File: src/rtl/mem_port_arbiter_if.sv
// Request/response bus shared by the IFU, LSU and downstream memory port.
// master drives request valid and payload and receives ready and response;
// slave is the opposite side.
interface mem_port_arbiter_if #(
  parameter int ADDR_WIDTH = 32,
  parameter int DATA_WIDTH = 32
);
  logic                    req_valid;
  logic                    req_ready;
  logic [ADDR_WIDTH-1:0]   addr;
  logic                    we;
  logic [DATA_WIDTH/8-1:0] wmask;
  logic [DATA_WIDTH-1:0]   wdata;
  logic                    resp_valid;
  logic [DATA_WIDTH-1:0]   rdata;

  modport master (
    output req_valid, addr, we, wmask, wdata,
    input  req_ready, resp_valid, rdata
  );

  modport slave (
    input  req_valid, addr, we, wmask, wdata,
    output req_ready, resp_valid, rdata
  );
endinterface

File: src/rtl/mem_port_arbiter.sv
// Shares one memory port between IFU and LSU: one outstanding transaction, LSU priority with IFU starvation guard.
// Latency: grant, issue and response take at least 3 cycles; response data is passed through combinationally.
// Backpressure: requesters are held off outside IDLE; the issued request is held stable until mem accepts it.
module mem_port_arbiter #(
  parameter int ADDR_WIDTH     = 32,
  parameter int DATA_WIDTH     = 32,
  parameter int MAX_LSU_STREAK = 4
) (
  input  logic                clk,
  input  logic                rst,
  mem_port_arbiter_if.slave   ifu,
  mem_port_arbiter_if.slave   lsu,
  mem_port_arbiter_if.master  mem,
  output logic                busy
);

  localparam logic [3:0] MAX_STREAK = 4'(MAX_LSU_STREAK);

  typedef enum logic [1:0] {
    IDLE  = 2'd0,
    ISSUE = 2'd1,
    WAIT  = 2'd2
  } state_t;

  state_t                  state;
  state_t                  state_nxt;
  logic                    owner_lsu;
  logic [3:0]              streak;
  logic [ADDR_WIDTH-1:0]   addr_q;
  logic                    we_q;
  logic [DATA_WIDTH/8-1:0] wmask_q;
  logic [DATA_WIDTH-1:0]   wdata_q;
  logic                    pick_lsu;
  logic                    grant;

  // LSU wins whenever it asks, unless the IFU is waiting and the LSU streak is used up
  always_comb begin
    pick_lsu = lsu.req_valid && (!ifu.req_valid || (streak < MAX_STREAK));
  end

  // State register
  always_ff @(posedge clk or posedge rst) begin
    if (rst) begin
      state <= IDLE;
    end else begin
      state <= state_nxt;
    end
  end

  // Next state, grant/ready and response routing; readies are gated by rst so
  // every output is quiet while reset is held
  always_comb begin
    state_nxt      = state;
    grant          = 1'b0;
    ifu.req_ready  = 1'b0;
    lsu.req_ready  = 1'b0;
    mem.req_valid  = 1'b0;
    ifu.resp_valid = 1'b0;
    lsu.resp_valid = 1'b0;
    case (state)
      IDLE: begin
        if (!rst && (ifu.req_valid || lsu.req_valid)) begin
          grant         = 1'b1;
          lsu.req_ready = pick_lsu;
          ifu.req_ready = !pick_lsu;
          state_nxt     = ISSUE;
        end
      end
      ISSUE: begin
        // a response arriving here is not ours yet and is ignored
        mem.req_valid = 1'b1;
        if (mem.req_ready) begin
          state_nxt = WAIT;
        end
      end
      WAIT: begin
        if (mem.resp_valid) begin
          ifu.resp_valid = !owner_lsu;
          lsu.resp_valid = owner_lsu;
          state_nxt      = IDLE;
        end
      end
      default: begin
        state_nxt = IDLE;
      end
    endcase
  end

  // Latch the granted request; IFU transactions never write
  always_ff @(posedge clk or posedge rst) begin
    if (rst) begin
      owner_lsu <= 1'b0;
      addr_q    <= '0;
      we_q      <= 1'b0;
      wmask_q   <= '0;
      wdata_q   <= '0;
    end else if (grant) begin
      owner_lsu <= pick_lsu;
      if (pick_lsu) begin
        addr_q  <= lsu.addr;
        we_q    <= lsu.we;
        wmask_q <= lsu.wmask;
        wdata_q <= lsu.wdata;
      end else begin
        addr_q  <= ifu.addr;
        we_q    <= 1'b0;
        wmask_q <= '0;
        wdata_q <= '0;
      end
    end
  end

  // Count consecutive LSU grants that made a waiting IFU stand aside
  always_ff @(posedge clk or posedge rst) begin
    if (rst) begin
      streak <= '0;
    end else if (grant) begin
      if (pick_lsu && ifu.req_valid) begin
        if (streak < MAX_STREAK) begin
          streak <= streak + 4'd1;
        end
      end else begin
        streak <= '0;
      end
    end
  end

  // Downstream payload comes straight from the latched request
  always_comb begin
    mem.addr  = addr_q;
    mem.we    = we_q;
    mem.wmask = wmask_q;
    mem.wdata = wdata_q;
    busy      = (state != IDLE);
  end

  // Read data passes through to the owner only while its response is valid
  always_comb begin
    ifu.rdata = ifu.resp_valid ? mem.rdata : '0;
    lsu.rdata = lsu.resp_valid ? mem.rdata : '0;
  end

endmodule

File: src/flat_wrapper.sv
// flat-port wrapper written by rule: the top's interface ports become plain ports
module mem_port_arbiter_flat 
#(
  parameter int ADDR_WIDTH     = 32,
  parameter int DATA_WIDTH     = 32,
  parameter int MAX_LSU_STREAK = 4
)
  (clk, rst, busy, ifu_req_valid, ifu_addr, ifu_we, ifu_wmask, ifu_wdata, ifu_req_ready, ifu_resp_valid, ifu_rdata, lsu_req_valid, lsu_addr, lsu_we, lsu_wmask, lsu_wdata, lsu_req_ready, lsu_resp_valid, lsu_rdata, mem_req_valid, mem_addr, mem_we, mem_wmask, mem_wdata, mem_req_ready, mem_resp_valid, mem_rdata);
  mem_port_arbiter_if #(.ADDR_WIDTH(ADDR_WIDTH), .DATA_WIDTH(DATA_WIDTH)) ifu_i ();
  mem_port_arbiter_if #(.ADDR_WIDTH(ADDR_WIDTH), .DATA_WIDTH(DATA_WIDTH)) lsu_i ();
  mem_port_arbiter_if #(.ADDR_WIDTH(ADDR_WIDTH), .DATA_WIDTH(DATA_WIDTH)) mem_i ();
  input  logic clk;
  input  logic rst;
  output logic busy;
  input wire logic [$bits(ifu_i.req_valid)-1:0] ifu_req_valid;
  input wire logic [$bits(ifu_i.addr)-1:0] ifu_addr;
  input wire logic [$bits(ifu_i.we)-1:0] ifu_we;
  input wire logic [$bits(ifu_i.wmask)-1:0] ifu_wmask;
  input wire logic [$bits(ifu_i.wdata)-1:0] ifu_wdata;
  output wire logic [$bits(ifu_i.req_ready)-1:0] ifu_req_ready;
  output wire logic [$bits(ifu_i.resp_valid)-1:0] ifu_resp_valid;
  output wire logic [$bits(ifu_i.rdata)-1:0] ifu_rdata;
  input wire logic [$bits(lsu_i.req_valid)-1:0] lsu_req_valid;
  input wire logic [$bits(lsu_i.addr)-1:0] lsu_addr;
  input wire logic [$bits(lsu_i.we)-1:0] lsu_we;
  input wire logic [$bits(lsu_i.wmask)-1:0] lsu_wmask;
  input wire logic [$bits(lsu_i.wdata)-1:0] lsu_wdata;
  output wire logic [$bits(lsu_i.req_ready)-1:0] lsu_req_ready;
  output wire logic [$bits(lsu_i.resp_valid)-1:0] lsu_resp_valid;
  output wire logic [$bits(lsu_i.rdata)-1:0] lsu_rdata;
  output wire logic [$bits(mem_i.req_valid)-1:0] mem_req_valid;
  output wire logic [$bits(mem_i.addr)-1:0] mem_addr;
  output wire logic [$bits(mem_i.we)-1:0] mem_we;
  output wire logic [$bits(mem_i.wmask)-1:0] mem_wmask;
  output wire logic [$bits(mem_i.wdata)-1:0] mem_wdata;
  input wire logic [$bits(mem_i.req_ready)-1:0] mem_req_ready;
  input wire logic [$bits(mem_i.resp_valid)-1:0] mem_resp_valid;
  input wire logic [$bits(mem_i.rdata)-1:0] mem_rdata;
  assign ifu_i.req_valid = ifu_req_valid;
  assign ifu_i.addr = ifu_addr;
  assign ifu_i.we = ifu_we;
  assign ifu_i.wmask = ifu_wmask;
  assign ifu_i.wdata = ifu_wdata;
  assign ifu_req_ready = ifu_i.req_ready;
  assign ifu_resp_valid = ifu_i.resp_valid;
  assign ifu_rdata = ifu_i.rdata;
  assign lsu_i.req_valid = lsu_req_valid;
  assign lsu_i.addr = lsu_addr;
  assign lsu_i.we = lsu_we;
  assign lsu_i.wmask = lsu_wmask;
  assign lsu_i.wdata = lsu_wdata;
  assign lsu_req_ready = lsu_i.req_ready;
  assign lsu_resp_valid = lsu_i.resp_valid;
  assign lsu_rdata = lsu_i.rdata;
  assign mem_req_valid = mem_i.req_valid;
  assign mem_addr = mem_i.addr;
  assign mem_we = mem_i.we;
  assign mem_wmask = mem_i.wmask;
  assign mem_wdata = mem_i.wdata;
  assign mem_i.req_ready = mem_req_ready;
  assign mem_i.resp_valid = mem_resp_valid;
  assign mem_i.rdata = mem_rdata;
  mem_port_arbiter #(.ADDR_WIDTH(ADDR_WIDTH), .DATA_WIDTH(DATA_WIDTH), .MAX_LSU_STREAK(MAX_LSU_STREAK)) u_core (.clk(clk), .rst(rst), .ifu(ifu_i), .lsu(lsu_i), .mem(mem_i), .busy(busy));
endmodule
File: config.mk
export PLATFORM = sky130hd
export DESIGN_NAME = mem_port_arbiter_flat
export DESIGN_NICKNAME = d
export VERILOG_FILES = /design/src/rtl/mem_port_arbiter_if.sv /design/src/rtl/mem_port_arbiter.sv /design/src/flat_wrapper.sv
export SDC_FILE = /design/constraint.sdc
export NUM_CORES = 1
export LEC_CHECK = 0
export ABC_AREA = 1
export ABC_CLOCK_PERIOD_IN_PS = 6870
export BUFFER_PORTS_ARGS = -buffer_cell sky130_fd_sc_hd__buf_2
export CORE_AREA = 3 3 121 123
export CTS_BUF_LIST = sky130_fd_sc_hd__clkbuf_8
export DETAILED_ROUTE_END_ITERATION = 12
export DIE_AREA = 0 0 124 126
export MAX_ROUTING_LAYER = met4
export PLACE_DENSITY_LB_ADDON = 0.3
export SLEW_MARGIN = 25
export SYNTH_ARGS = -nofsm -noshare
export SYNTH_HDL_FRONTEND = slang
export SYNTH_SLANG_ARGS = --single-unit
File: constraint.sdc
create_clock -name clk -period 6.87 [get_ports clk]
set_clock_uncertainty 0.1 [all_clocks]
set_input_delay 0.3435 -clock clk [delete_from_list [all_inputs] [get_ports clk]]
set_output_delay 0.3435 -clock clk [all_outputs]
set_load 0.03 [all_outputs]
==> flow_metrics.env, run 1 <==
export IMPL_synth_seq_cells=76
export IMPL_setup_viol=0
export IMPL_rows=43
export IMPL_clockBufferDepth=2
export IMPL_wirelength_mm=13.1
export IMPL_combPwrFrac_pct=48.9
export IMPL_cts_tree="done"
export IMPL_slowest_delay_ps=650
export IMPL_worstMarginPinSlew_ps=847
export IMPL_power_share_sequential_pct=33.4
export IMPL_antenna_left=0
export IMPL_crit_top_cell="buf_2"
export IMPL_start_util_pct=26.5
export IMPL_grt_max_degree=74
export IMPL_p_sw_mw=1.05
export IMPL_fin_crit_sh_pct=43.8
export IMPL_grt_busiest_layer="met2"
export IMPL_antenna_found_initial=3
export IMPL_cts_root_buffer="clkbuf_8"
export IMPL_drv_cap=0
export IMPL_grt_pass1_vias=3790
export IMPL_crit_chain="dlygate4sd3_1, buf_2, clkinv_2, nand4_1, buf_4, nor2_1, buf_2"
export IMPL_syn_area_sq_um=3660
export IMPL_timing_fmax_mhz=333
export IMPL_met2_usage_pct=28.5
export IMPL_cp_slowest_cell="buf_4"
export IMPL_htree_levels=3
export IMPL_die_y_um=126
export IMPL_cp_end_kind="output pin"
export IMPL_post_cts_setup_buffers=0
export IMPL_grt_util_met1_pct=18.4
export IMPL_die_area_sq_um=15600
export IMPL_layout_nets=927
export IMPL_yosysWarnings=0
export IMPL_placed_area_sq_um=5160
export IMPL_setup_ws_ps=3860
export IMPL_io_pins=315
export IMPL_dr_pass1_iters=5
export IMPL_synth_cells=487
export IMPL_grtUsageMet3_pct=3.23
export IMPL_p_clk_share_pct=17.8
export IMPL_cts_inserted_buffers=9
export IMPL_dp_slack_ps=4290
export IMPL_synth_cell_type_count=19
export IMPL_cts_repair_resized=0
export IMPL_area_growth_pct=47.9
export IMPL_fin_area_sq_um=5410
export IMPL_postCtsHoldBufs=1
export IMPL_overflow=0
export IMPL_swShare_pct=47.6
export IMPL_status="completed"
export IMPL_ys_seq_area_share_pct=52.0
export IMPL_rsz0062_at_grt="false"
export IMPL_routedWlPerCell_um=13.9
export IMPL_dpl_hpwl_mm=9.67
export IMPL_finalCriticalPeriod_ps=3010
export IMPL_place_congestion=0.805
export IMPL_syn_mean_instance_area_sq_um=7.51
export IMPL_track_usage_pct=16.4
export IMPL_cp_max_fo=73
export IMPL_finalHoldViolCount=0
export IMPL_core_sq_um=13800
export IMPL_power_density_nw_per_um2=409
export IMPL_path_class="in2out"
export IMPL_relSlewSlack_pct=43.5
export IMPL_arrival_ps=2560
export IMPL_ir_drop_v=0.000142
export IMPL_slew_viol_final=0
export IMPL_stdcell_count=937
export IMPL_drt_vias_per_instance=4.26
export IMPL_p_int_mw=1.16
export IMPL_port_buffers=277
export IMPL_clk_latency_ps=340
export IMPL_first_iter_violations=214
export IMPL_drive_above_1_share_pct=40.8
export IMPL_crit_path_start_kind="primary input"
export IMPL_tns_ps=0
export IMPL_clkSinkCount=76
export IMPL_leakage_nw=3.40
export IMPL_drc=0
export IMPL_die_w_um=124
export IMPL_final_common_cell="buf_2"
export IMPL_num_vias=3991
export IMPL_cp_required_ps=6430
export IMPL_grt_pass1_wl_mm=19.3
export IMPL_min_path_type="in2reg"
export IMPL_synth_nets=664
export IMPL_clkTransAtPathRegs_ps=80
export IMPL_final_cell_mix="buf_2 (277), nand2_1 (153), nand3_1 (99)"
export IMPL_hold_slack_ps=79.0
export IMPL_post_place_cells=918
-- worst max-delay path, delay by kind of cell --
kind / cells / cell delay [ps]
buf+inv: 5 / 1840
simple gates: 2 / 360
-- cell usage after synthesis --
| master | count | area, sq um |
|---|---|---|
| a21oi_2 | 1 | 8.76 |
| buf_2 | 22 | 110 |
| buf_4 | 1 | 7.51 |
| buf_6 | 2 | 22.5 |
| clkbuf_1 | 6 | 22.5 |
| dfrtp_1 | 76 | 1900 |
| ha_1 | 1 | 12.5 |
| inv_1 | 43 | 161 |
| inv_2 | 3 | 11.3 |
| nand2_1 | 153 | 574 |
| nand2_2 | 1 | 6.26 |
| nand3_1 | 101 | 505 |
| nand4_1 | 2 | 12.5 |
| nor2_1 | 67 | 251 |
| nor2_2 | 1 | 6.26 |
| o21ai_0 | 3 | 15.0 |
| o21ai_1 | 2 | 10.0 |
| o31ai_1 | 1 | 7.51 |
| xor2_1 | 1 | 8.76 |
-- layer usage --
layer | part of all wire (%) | vias to the layer above
li1 | - | 2046
met1 | 40 | 1748
met2 | 51 | 182
met3 | 7.5 | 15
met4 | 1.7 | 0
met5 | 0 | -
-- power groups by stage --
stage / registers (mW) / clock network, mW / logic [mW]
global placement: 0.741 / 0 / 1.10
CTS: 0.740 / 0.412 / 1.10
finish: 0.738 / 0.393 / 1.08
global route: 0.762 / 0.434 / 1.17
floorplan: 1.13 / 0 / 0.366
detailed placement: 0.745 / 0 / 1.10
-- path summary, 6_finish.rpt --
kind | startpoint | end | slack (ps) | depth (start not counted)
max | rst | ifu_req_ready | 3860 | 7
min | mem_req_ready | u_core.state[0] | 80 | 2
max reg2reg | u_core.state[0] | u_core.mem.addr[22] | 4730 | 6
min reg2reg | u_core.streak[3] | u_core.streak[3] | 370 | 2
max in group asynchronous | rst | u_core.mem.addr[6] | 5170 | 4
min in group asynchronous | rst | u_core.streak[3] | 440 | 3
-- state kept, by name (all words and copies together), names as in the netlist --
name / count
u_core.mem.wdata: 32
u_core.mem.we: 1
u_core.streak: 4
u_core.mem.wmask: 4
u_core.owner_lsu: 1
u_core.mem.addr: 32
u_core.state: 2
-- cell type report --
cell class | instances | area, sq um
Clock inverter | 6 | 93.8
Multi-Input combinational cell | 334 | 1440
Antenna cell | 2 | 5.00
Tap cell | 180 | 225
Inverter | 46 | 174
Timing Repair Buffer | 283 | 1430
Fill cell | 1499 | 8370
Sequential cell | 76 | 1900
Clock buffer | 10 | 138
-- logic make-up (layout without fill, tap and decap cells) --
kind of cell	after synthesis	after routing	synth area share, %
simple gates	325	325	37.1
buf+inv	77	345	9.17
flops	76	76	52.0
compound gates	7	7	1.13
fa+ha+maj	1	1	0.342
xor+xnor	1	1	0.240
other cells	0	2	0
-- per-stage QoR --
stage,utilization [%],total power [mW]
2_1_floorplan,-,1.49
3_3_place_gp,37.4,1.84
3_5_place_dp,37.5,1.84
4_1_cts,39.2,2.25
5_1_grt,39.2,2.37
6_report,39.3,2.21
No activity file was read; power rests on OpenSTA's default activity.
==> inputs of run 2 (changes only) <==
Settings changed: ABC_AREA 1 to 0, ABC_CLOCK_PERIOD_IN_PS 6870 to 2900, CORE_AREA 3 3 121 123 to 3 3 122 124, DIE_AREA 0 0 124 126 to 0 0 125 127.
Clock period 6.87 ns to 2.9 ns, I/O delays scaled along.
==> run 2 against run 1 <==
Area after synthesis increased by 1.2%. Cell count decreased by 0.85%. Highest routed layer unchanged. Critical path type is now reg2reg. Flip-flop and latch count unchanged.
==> flow_metrics.env, run 2 <==
export IMPL_leakage_nw=3.37
export IMPL_finalHoldViolCount=0
export IMPL_cp_end_kind="register"
export IMPL_synthFlopType="dfrtp_1"
export IMPL_synthTopCellsByArea="dfrtp_1 (51%), and2_1 (11%), a22o_1 (8.8%)"
export IMPL_post_cts_setup_buffers=0
export IMPL_cts_inserted_buffers=9
export IMPL_min_delay_start="lsu_addr[24]"
export IMPL_synth_mux_area_share_pct=0.304
export IMPL_synth_seq_cells=76
export IMPL_die_area_sq_um=15900
export IMPL_dr_pass1_iters=7
export IMPL_synth_commonest_cells="dfrtp_1 (76), and2_1 (65), a22o_1 (37)"
export IMPL_dp_slack_ps=938
export IMPL_drc=0
export IMPL_routedWlPerCell_um=15.2
export IMPL_async_reset_ff_share_pct=100
export IMPL_ys_seq_area_share_pct=51.4
export IMPL_yosys_cell_count_top_type="dfrtp_1"
export IMPL_ir_drop_v=0.000386
export IMPL_grt_max_degree=42
export IMPL_cts_root_buffer="clkbuf_8"
export IMPL_synth_area_leader_cell="dfrtp_1"
export IMPL_track_usage_pct=17.8
export IMPL_start_util_pct=26.6
export IMPL_slew_viol_final=0
export IMPL_min_path_type="in2reg"
export IMPL_overflow=0
export IMPL_first_iter_violations=197
export IMPL_rows=43
export IMPL_status="completed"
export IMPL_setup_viol=0
export IMPL_num_vias=4483
export IMPL_clk_latency_ps=340
export IMPL_drt_vias_per_instance=4.83
export IMPL_final_common_cell="buf_2"
export IMPL_antenna_left=0
export IMPL_min_delay_path_depth=3
export IMPL_drv_cap=0
export IMPL_grt_pass1_vias=4463
export IMPL_arrival_ps=2610
export IMPL_relSlewSlack_pct=46.8
export IMPL_synth_simple_area_share_pct=18.0
export IMPL_antenna_found_initial=3
export IMPL_synth_compound_area_share_pct=25.0
export IMPL_synth_nets=550
export IMPL_reg2reg_setup_slack_ps=470
export IMPL_synth_xor_area_share_pct=0
export IMPL_rsz0062_at_grt="false"
export IMPL_synth_cell_type_count=31
export IMPL_syn_area_sq_um=3700
export IMPL_area_growth_pct=78.2
export IMPL_clkSinkCount=76
export IMPL_power_density_nw_per_um2=789
export IMPL_die_w_um=125
export IMPL_path_class="reg2reg"
export IMPL_timing_fmax_mhz=411
export IMPL_clockBufferDepth=2
export IMPL_layout_nets=918
export IMPL_drive_above_1_share_pct=42.2
export IMPL_synth_top_area_share_pct=51.4
export IMPL_crit_path_start_kind="register"
export IMPL_port_buffers=277
export IMPL_synth_edff_count=0
export IMPL_clkTransAtPathRegs_ps=90
export IMPL_cp_max_fo=18
export IMPL_place_congestion=0.989
export IMPL_synth_top_family_by_area="compound AO/OA/AOI/OAI gates"
export IMPL_finalCriticalPeriod_ps=2430
export IMPL_core_sq_um=13900
export IMPL_die_y_um=127
export IMPL_cts_repair_resized=0
export IMPL_io_pins=315
export IMPL_timing_rr_end="u_core.mem.addr[28]"
export IMPL_dpl_hpwl_mm=9.84
export IMPL_cp_required_ps=3080
export IMPL_synthAdderAreaFrac_pct=0.338
export IMPL_tns_ps=0
export IMPL_cts_tree="done"
export IMPL_fin_crit_sh_pct=83.9
export IMPL_yosysWarnings=0
export IMPL_syn_mean_instance_area_sq_um=9.92
export IMPL_grt_pass1_wl_mm=22.4
export IMPL_final_cell_mix="buf_2 (277), dlygate4sd3_1 (104), dfrtp_1 (76)"
export IMPL_rr_startpoint="u_core.streak[3]"
export IMPL_synth_cells=373
export IMPL_holdPathEnd="u_core.mem.addr[24]"
export IMPL_htree_levels=3
export IMPL_hold_slack_ps=53.8
export IMPL_wirelength_mm=14.1
export IMPL_postCtsHoldBufs=104
export IMPL_worstMarginPinSlew_ps=798
export IMPL_setup_ws_ps=467
export IMPL_r2r_cells=5
run 2: kinds of logic after synthesis:
kind of cell               count (synthesis)
AOI/OAI and AO/OA                        145
and+or+nand+nor                          109
DFF                                       76
buffers and inverters                     41
muxes                                      1
adders and majority gates                  1
run 2: how the worst max path moves through the flow:
stage	from	slack [ps]	depth (start not counted)	end
after floorplan	rst	720	1	u_core.mem.addr[0]
after global placement	u_core.streak[3]	960	4	lsu_req_ready
after detailed placement	u_core.state[0]	940	3	lsu_rdata[23]
after CTS	u_core.streak[3]	500	5	u_core.mem.addr[29]
after global routing	u_core.streak[3]	300	5	u_core.mem.addr[2]
final	u_core.streak[3]	470	5	u_core.mem.addr[28]
run 2: critical path, stage by stage (launching register included):
cell and delay [ps]:
dfrtp_1 410, o21ai_2 660, buf_4 330, nand3_1 90, a31oi_1 200, dlygate4sd3_1 570
run 2: power by group:
group	switching [mW]	leakage, nW	internal, mW
Sequential	0.226	0.921	1.44
Clock	0.417	0.134	0.666
Combinational	1.50	2.32	0.955
Total	2.14	3.37	3.06
run 2: cell type report:
cell class,count,area [sq um]
Multi-Input combinational cell,256,1620
Fill cell,1270,7290
Sequential cell,76,1900
Antenna cell,3,7.51
Timing Repair Buffer,394,2550
Clock buffer,9,124
Clock inverter,7,146
Inverter,4,16.3
Tap cell,180,225
run 2: metrics by stage:
stage	utilization [%]	total power, mW	cell area [sq um]	instances
finish	47.5	5.20	6590	929
global route	47.5	5.49	6590	928
CTS	47.4	5.22	6580	926
detailed placement	38.0	3.79	5270	806
global placement	38.0	3.76	5270	806
floorplan	-	3.07	3700	373
run 2: metal layers:
layer  wire length, um  GRT usage, %
met3              1010          2.97
met4               452          7.97
met5                 0             -
met1              5000          19.1
met2              7680          32.3
